### src/rtl/ps2_host_tx.sv
// ps2_host_tx: host-to-device PS/2 byte transmitter.
// Sends one command byte over the shared open-drain key_clk/key_data pins.
// The pins are driven only through active-high pull-low enables. rx_inhibit
// tells the companion receiver to ignore the bus while this block owns it.
//
// state      | meaning
// -----------+---------------------------------------------------------------
// IDLE       | bus released, tx_ready high, waiting for tx_valid
// INHIBIT    | key_clk pulled low for INHIBIT_CYCLES cycles
// START      | key_clk and key_data both low for one cycle (start bit)
// SEND       | key_clk released; drive data bits, parity and stop on device falls
// ACK        | sample the device acknowledge bit on the next fall
// WAIT_IDLE  | wait for both lines high, then report completion
module ps2_host_tx #(
    parameter int INHIBIT_CYCLES = 10_000,
    parameter int TIMEOUT_CYCLES = 2_000_000
) (
    input  logic       clk,
    input  logic       rst,
    input  logic       tx_valid,
    input  logic [7:0] tx_data,
    output logic       tx_ready,
    input  logic       key_clk_in,
    input  logic       key_data_in,
    output logic       key_clk_oe,
    output logic       key_data_oe,
    output logic       rx_inhibit,
    output logic       tx_done,
    output logic       tx_ack_ok,
    output logic       tx_err
);

    localparam int INH_W = (INHIBIT_CYCLES > 1) ? $clog2(INHIBIT_CYCLES + 1) : 1;
    localparam int TO_W  = 21;
    localparam logic [INH_W-1:0] INH_LAST = INH_W'(INHIBIT_CYCLES - 1);
    localparam logic [TO_W-1:0]  TO_LAST  = TO_W'(TIMEOUT_CYCLES - 1);

    typedef enum logic [2:0] {
        ST_IDLE      = 3'd0,
        ST_INHIBIT   = 3'd1,
        ST_START     = 3'd2,
        ST_SEND      = 3'd3,
        ST_ACK       = 3'd4,
        ST_WAIT_IDLE = 3'd5
    } state_t;

    state_t           r_state;
    logic             r_clk_s1;
    logic             r_clk_s2;
    logic             r_clk_prev;
    logic             r_dat_s1;
    logic             r_dat_s2;
    logic [7:0]       r_shift;
    logic             r_parity;
    logic [3:0]       r_bit_cnt;
    logic [INH_W-1:0] r_inh_cnt;
    logic [TO_W-1:0]  r_to_cnt;
    logic             r_ack;
    logic             w_fall;

    // Synchronizers reset to 1 (idle bus level) so no false fall follows reset.
    assign w_fall = r_clk_prev & ~r_clk_s2;

    // Two-flop synchronizers for the pins plus the previous synced clock level.
    always_ff @(posedge clk or negedge rst) begin
        if (!rst) begin
            r_clk_s1   <= 1'b1;
            r_clk_s2   <= 1'b1;
            r_clk_prev <= 1'b1;
            r_dat_s1   <= 1'b1;
            r_dat_s2   <= 1'b1;
        end else begin
            r_clk_s1   <= key_clk_in;
            r_clk_s2   <= r_clk_s1;
            r_clk_prev <= r_clk_s2;
            r_dat_s1   <= key_data_in;
            r_dat_s2   <= r_dat_s1;
        end
    end

    // Transfer sequencer with registered pin enables and status outputs.
    always_ff @(posedge clk or negedge rst) begin
        if (!rst) begin
            r_state     <= ST_IDLE;
            r_shift     <= 8'd0;
            r_parity    <= 1'b0;
            r_bit_cnt   <= 4'd0;
            r_inh_cnt   <= '0;
            r_to_cnt    <= '0;
            r_ack       <= 1'b0;
            key_clk_oe  <= 1'b0;
            key_data_oe <= 1'b0;
            tx_ready    <= 1'b1;
            rx_inhibit  <= 1'b0;
            tx_done     <= 1'b0;
            tx_ack_ok   <= 1'b0;
            tx_err      <= 1'b0;
        end else begin
            tx_done <= 1'b0;
            tx_err  <= 1'b0;
            case (r_state)
                ST_IDLE: begin
                    if (tx_valid && tx_ready) begin
                        r_shift    <= tx_data;
                        r_parity   <= ~^tx_data;
                        r_inh_cnt  <= '0;
                        key_clk_oe <= 1'b1;
                        key_data_oe <= 1'b0;
                        tx_ready   <= 1'b0;
                        rx_inhibit <= 1'b1;
                        r_state    <= ST_INHIBIT;
                    end
                end
                ST_INHIBIT: begin
                    // Device clock activity here is ignored: the host owns the clock.
                    if (r_inh_cnt == INH_LAST) begin
                        key_data_oe <= 1'b1;
                        r_state     <= ST_START;
                    end else begin
                        r_inh_cnt <= r_inh_cnt + 1'b1;
                    end
                end
                ST_START: begin
                    key_clk_oe <= 1'b0;
                    r_bit_cnt  <= 4'd0;
                    r_to_cnt   <= '0;
                    r_state    <= ST_SEND;
                end
                ST_SEND, ST_ACK, ST_WAIT_IDLE: begin
                    if (!w_fall && (r_to_cnt == TO_LAST)) begin
                        key_clk_oe  <= 1'b0;
                        key_data_oe <= 1'b0;
                        tx_err      <= 1'b1;
                        tx_ready    <= 1'b1;
                        rx_inhibit  <= 1'b0;
                        r_to_cnt    <= '0;
                        r_state     <= ST_IDLE;
                    end else begin
                        if (w_fall) begin
                            r_to_cnt <= '0;
                        end else begin
                            r_to_cnt <= r_to_cnt + 1'b1;
                        end
                        if (r_state == ST_SEND) begin
                            if (w_fall) begin
                                r_bit_cnt <= r_bit_cnt + 1'b1;
                                if (r_bit_cnt < 4'd8) begin
                                    key_data_oe <= ~r_shift[r_bit_cnt[2:0]];
                                end else if (r_bit_cnt == 4'd8) begin
                                    key_data_oe <= ~r_parity;
                                end else begin
                                    key_data_oe <= 1'b0;
                                    r_state     <= ST_ACK;
                                end
                            end
                        end else if (r_state == ST_ACK) begin
                            if (w_fall) begin
                                r_ack   <= ~r_dat_s2;
                                r_state <= ST_WAIT_IDLE;
                            end
                        end else begin
                            if (r_clk_s2 && r_dat_s2) begin
                                tx_done    <= 1'b1;
                                tx_ack_ok  <= r_ack;
                                tx_ready   <= 1'b1;
                                rx_inhibit <= 1'b0;
                                r_to_cnt   <= '0;
                                r_state    <= ST_IDLE;
                            end
                        end
                    end
                end
                default: begin
                    key_clk_oe  <= 1'b0;
                    key_data_oe <= 1'b0;
                    tx_ready    <= 1'b1;
                    rx_inhibit  <= 1'b0;
                    r_state     <= ST_IDLE;
                end
            endcase
        end
    end

endmodule

### config.mk
export PLATFORM = sky130hd
export DESIGN_NAME = ps2_host_tx
export DESIGN_NICKNAME = d
export VERILOG_FILES = /design/src/rtl/ps2_host_tx.sv
export SDC_FILE = /design/constraint.sdc
export NUM_CORES = 1
export LEC_CHECK = 0
export CAP_MARGIN = 10
export CELL_PAD_IN_SITES_DETAIL_PLACEMENT = 0
export CELL_PAD_IN_SITES_GLOBAL_PLACEMENT = 1
export CORE_AREA = 4 4 102 104
export CTS_BUF_LIST = sky130_fd_sc_hd__clkbuf_8
export DETAILED_ROUTE_END_ITERATION = 8
export DIE_AREA = 0 0 106 108
export DONT_BUFFER_PORTS = 1
export GPL_TIMING_DRIVEN = 1
export PLACE_DENSITY_LB_ADDON = 0.2
export SLEW_MARGIN = 20
export SYNTH_ARGS = -nofsm -noshare
export SYNTH_HDL_FRONTEND = slang
export SYNTH_SLANG_ARGS = --single-unit
### constraint.sdc
create_clock -name clk -period 2.43 [get_ports clk]
set_input_delay 0.1215 -clock clk [delete_from_list [all_inputs] [get_ports clk]]
set_output_delay 0.1215 -clock clk [all_outputs]
set_load 0.02 [all_outputs]
**Word-level counts from Yosys, hierarchy flattened**

Index checks and enable logic that the tools add are counted.

- Flip-flop bits (word level): 64
- Bits in latches: 0
- RAM bits: 0
- Memory bits (read-only): 0
- Input port bits: 13
- Output and inout port bits: 7
- Logic and storage cells: 133
- Memories: 0

- $add $sub $neg: 3
- $mul: 0
- Divide/modulo/power cells: 0
- Magnitude comparators: 2
- Equality and inequality tests: 25
- Shifts and indexed selects: 0
- Muxes and demuxes: 54
- Bitwise operators: 11
- Reduce and logical (&&, ||, !) cells: 19

Operator list:

| cell | count |
|---|---|
| two-way mux 21 bit | 5 |
| one-hot mux 21 bit (2 select lines) | 1 |
| two-way mux 3 bit | 10 |
| two-way mux 14 bit | 2 |
| one-hot mux 14 bit (2 select lines) | 1 |
| two-way mux 1 bit | 25 |
| adder 21 x 1 -> 21 bit, second input constant | 1 |
| equality test 21 bit, second input constant | 1 |
| AND reduction 5 bit | 4 |
| inequality test 4 bit, second input constant | 4 |
| inequality test 3 bit, second input constant | 5 |
| adder 14 x 1 -> 14 bit, second input constant | 1 |
| equality test 14 bit, second input constant | 1 |
| inequality test 2 bit, second input constant | 7 |
| two-way mux 4 bit | 3 |
| one-hot mux 3 bit (4 select lines) | 1 |
| NOT 1 bit | 10 |
| one-hot mux 1 bit (3 select lines) | 3 |
| one-hot mux 4 bit (2 select lines) | 1 |
| XNOR reduction 8 bit | 1 |
| AND reduction 7 bit | 1 |
| equality test 3 x 2 -> 1 bit, second input constant | 2 |
| equality test 3 bit, second input constant | 2 |
| AND reduction 3 bit | 2 |
| other kinds (17) | 20 |

**Depth between registers and ports, before layout**

- Depth in word-level cells: 8
- Gate-level depth with buffers: 8
- Depth with buffers taken out: 7

**Worst setup path after synthesis**

No wires, ideal clock.

- Path type: reg-to-reg
- Start point: register r_to_cnt[12]
- End point: register tx_ack_ok
- Library setup time: 0.125 ns
- Arrival: 1.965 ns
- Required time: 2.305 ns
- Path slack: 0.340 ns
- Cell stages (with the launch flop): 7
- Path buffers: 1
- Period minus slack after synthesis: 2.090 ns
- Cells stage by stage: dfrtp_1 or4b_4 nor4_4 and2_4 buf_8 nor3_4 mux2_4

- Word-level cells in the longest chain between the ends: 4

Ends and longest elaborated chain:

| what | RTL line | text |
|---|---|---|
| start: declaration | 57 | `logic [TO_W-1:0] r_to_cnt;` |
| start signal: assignment | 142 | `r_to_cnt <= r_to_cnt + 1'b1;` |
| equality test 21 bit | 130 | `if (!w_fall && (r_to_cnt == TO_LAST)) begin` |
| logical AND 1 bit | 130 |  |
| NOT 1 bit (no source line) | -- |  |
| AND reduction 5 bit (no source line) | -- |  |
| end signal: assignment | 164 | `tx_ack_ok <= r_ack;` |
| end: declaration | 29 | `output logic tx_ack_ok,` |

Every way passes these cells.
A chain may end at the register's enable or synchronous reset.

**Worst setup path after layout**

- Start point: register r_to_cnt[9]
- End point: register tx_ack_ok

The elaborated chain is that of the path after synthesis.

==> flow_summary.ini <==
[outcome]
outcome = finished clean

[timing]
hold_viol = 0
drv_slew = 0
slew-limit-headroom = 0.571
fin_worst_skew_ns = 0.0122
fin_tns_setup_ns = 0
tightest_slew_ns = 0.643
min_period_ns = 2.18
period_share = 0.895
finalSetupViolCount = 0
fmax_mhz = 460
rsz0062_at_grt = no
whs_ns = 0.222

[worst_hold_path]
hold_class = in2reg
min_from = tx_valid

[routing]
dr_total_vias = 2836
drtAntennaViolNets = 0
drc = 0
routed_wl_um = 8130
first_pass_iters = 4
detail_route.wl_per_cell_um = 15.1
route.detailed.vias_per_inst = 5.27
drt_iter0_markers = 182

[synthesis]
yosysSeqAreaShare = 0.457
synth_area_um2 = 3520
ys.warnings.count = 0
synth-async-reset-ratio = 1.00
netlist_top_cells_area = dfrtp_1, nand2_1, dfstp_2, o21ai_0, a21oi_1
ys.flop_type = dfrtp_1
synth-edff-count = 0
synth_nets = 393
yosysUniqueCellTypes = 66
synth_seq_cells = 64
synth_top_area_cell = dfrtp_1
avgSynthCellArea_um2 = 9.36
synthCells = 376
yosys.area.top_type_share = 0.412

[setup_path]
start_kind = register
slowest_stage = or4b_4
crit_fanout = 7
path_delay_family = simple AND/OR/NAND/NOR gates
critPathArrivalTime_ns = 2.40
path_buf_inv = 0
crit_required_ns = 2.65
slowest_delay_ns = 0.57
endpoint_kind = register
timing.rr.start = r_to_cnt[9]
cp_cell_sequence = or4b_4, nor4_4, and2_4, nor3_4, mux2_4
crit_type = reg2reg
critPathLaunch = r_to_cnt[9]

[die]
die_height_um = 108
start_util = 0.369
chipWidth_um = 106
num_rows = 36
core_area_um2 = 9550
die-area_um2 = 11400
io_pins = 20

[cts]
htree_levels = 3
cts_root_buf = clkbuf_8
cts_tree = done
cts_inserted_buffers = 9
clkSinkCount = 64
clk_pin_slew_worst_paths_ns = 0.07
clkLatencyLatePin_ns = 0.34
clk_path_buf_depth = 2
post_cts_buffers = 0

[layout]
diodes = 0
area_growth_pct = 15.8
design_area_um2 = 4080
nets = 417
drive_gt1_frac = 0.138

[grt]
track_usage = 0.159
met2_usage = 0.236
use_met1 = 0.229
grtUsageMet3 = 0.0484
grt_max_degree = 65
grt_pass1_vias = 2901
busiest_layer = met2
grt_overflow = 0
grt_pass1_wl_um = 14500
antenna_found_initial = 0

[power]
peakVddDrop_v = 0.000280
leakage_nw = 1.68
power.density_nw_per_um2 = 517

[place]
gp_congestion = 0.780
dp_hpwl_um = 5420
portBuffers = 0
placed_cell_area_um2 = 3720

[job]
maxCapViolations = 0
[cell type report]
type | instances | area, µm²
fillers | 979 | 5470
multi-input cells | 283 | 1770
flip-flops and latches | 64 | 1610
repair buffers | 28 | 270
well taps | 133 | 166
clock buffers | 12 | 165
inverters | 14 | 52.6
clock inverters | 4 | 43.8
[synth_stat cells, types with 3 or more instances]
cell type / n
mux2i_1: 6
dfstp_2: 6
a21oi_1: 21
xnor2_1: 10
o21ai_0: 25
nor2_1: 15
o21a_1: 5
nor3_1: 10
a22o_1: 4
nand2b_1: 8
dfrtp_1: 58
nor3b_1: 3
xor2_1: 3
nand3_1: 20
inv_1: 14
a21o_1: 5
buf_2: 3
o31ai_1: 4
clkbuf_1: 8
or4_1: 3
ha_1: 4
and2_1: 3
nor4_1: 3
nand2_1: 62
or3_1: 6
nand4_1: 8
a31oi_1: 10
[flip-flops by register name, indices dropped and copies added (netlist names)]
| signal | cells |
|---|---|
| r_to_cnt | 21 |
| r_inh_cnt | 14 |
| r_shift | 8 |
| r_bit_cnt | 4 |
| r_state | 3 |
| key_clk_oe | 1 |
| key_data_oe | 1 |
| r_ack | 1 |
| r_clk_prev | 1 |
| r_clk_s1 | 1 |
| r_clk_s2 | 1 |
| r_dat_s1 | 1 |
| r_dat_s2 | 1 |
| r_parity | 1 |
| rx_inhibit | 1 |
| tx_ack_ok | 1 |
| tx_done | 1 |
| tx_err | 1 |
| tx_ready | 1 |
[routing by layer]
layer	wire, µm	share of wire
met5	0	0
met4	76	0.0093
met3	349	0.043
met2	3370	0.41
met1	4330	0.53
[path summary, 6_finish.rpt]
| check | end | slack, ns | cells past startpoint |
|---|---|---|---|
| min | r_state[0] | 0.22 | 4 |
| max reg2reg | tx_ack_ok | 0.25 | 5 |
| max | tx_ack_ok | 0.25 | 5 |
| min in group asynchronous | r_inh_cnt[6] | 0.31 | 2 |
| min reg2reg | r_clk_s2 | 0.36 | 0 |
| max in group asynchronous | r_dat_s1 | 1.80 | 2 |
[logic make-up (layout without fill, tap and decap cells)]
logic type / count (synthesis) / in the layout / synth area share
AOI/OAI and AO/OA: 95 / 95 / 0.173
xor gates and xnor gates: 13 / 13 / 0.0324
adders and majority gates: 4 / 4 / 0.0142
buffers and inverters: 29 / 58 / 0.0419
DFF: 64 / 64 / 0.457
muxes: 8 / 8 / 0.0277
and+or+nand+nor: 163 / 163 / 0.253
[per-stage QoR]
stage	utilization	total power, W	std cells	setup WS [ns]
floorplan	-	0.00112	376	0.340
global placement	0.390	0.00113	510	0.227
detailed placement	0.390	0.00113	510	0.157
CTS	0.426	0.00214	538	0.143
global route	0.427	0.00221	538	0.135
finish	0.427	0.00211	538	0.254
[placed cells by master, fill, tap and decap left out, types with 11 or more instances in the layout]
master         Yosys  routed
nor2_1            15      15
clkbuf_8           2      12
buf_4              1      15
nand2_1           62      62
a21oi_1           21      20
inv_1             14      15
dfrtp_1           58      58
dlygate4sd3_1      0      11
o21ai_0           25      25
nand3_1           20      20
[worst register-to-register path: stages (launching register included)]
cell and delay, ns:
dfrtp_1 0.43, or4b_4 0.57, nor4_4 0.44, and2_4 0.28
nor3_4 0.06, mux2_4 0.29
[report_power, final]
group	switching, W	internal, W	total [W]
logic	0.0000390	0.0000315	0.0000706
registers	0.00000354	0.00107	0.00108
clock network	0.000410	0.000551	0.000961
[timing repair]
item,in CTS,in global routing
endpoints found under the setup margin,0,2
hold buffers,12,0
resized for setup,0,2
endpoints found under the hold margin,74,0
Note: power is estimated with default switching activity, not from simulation.
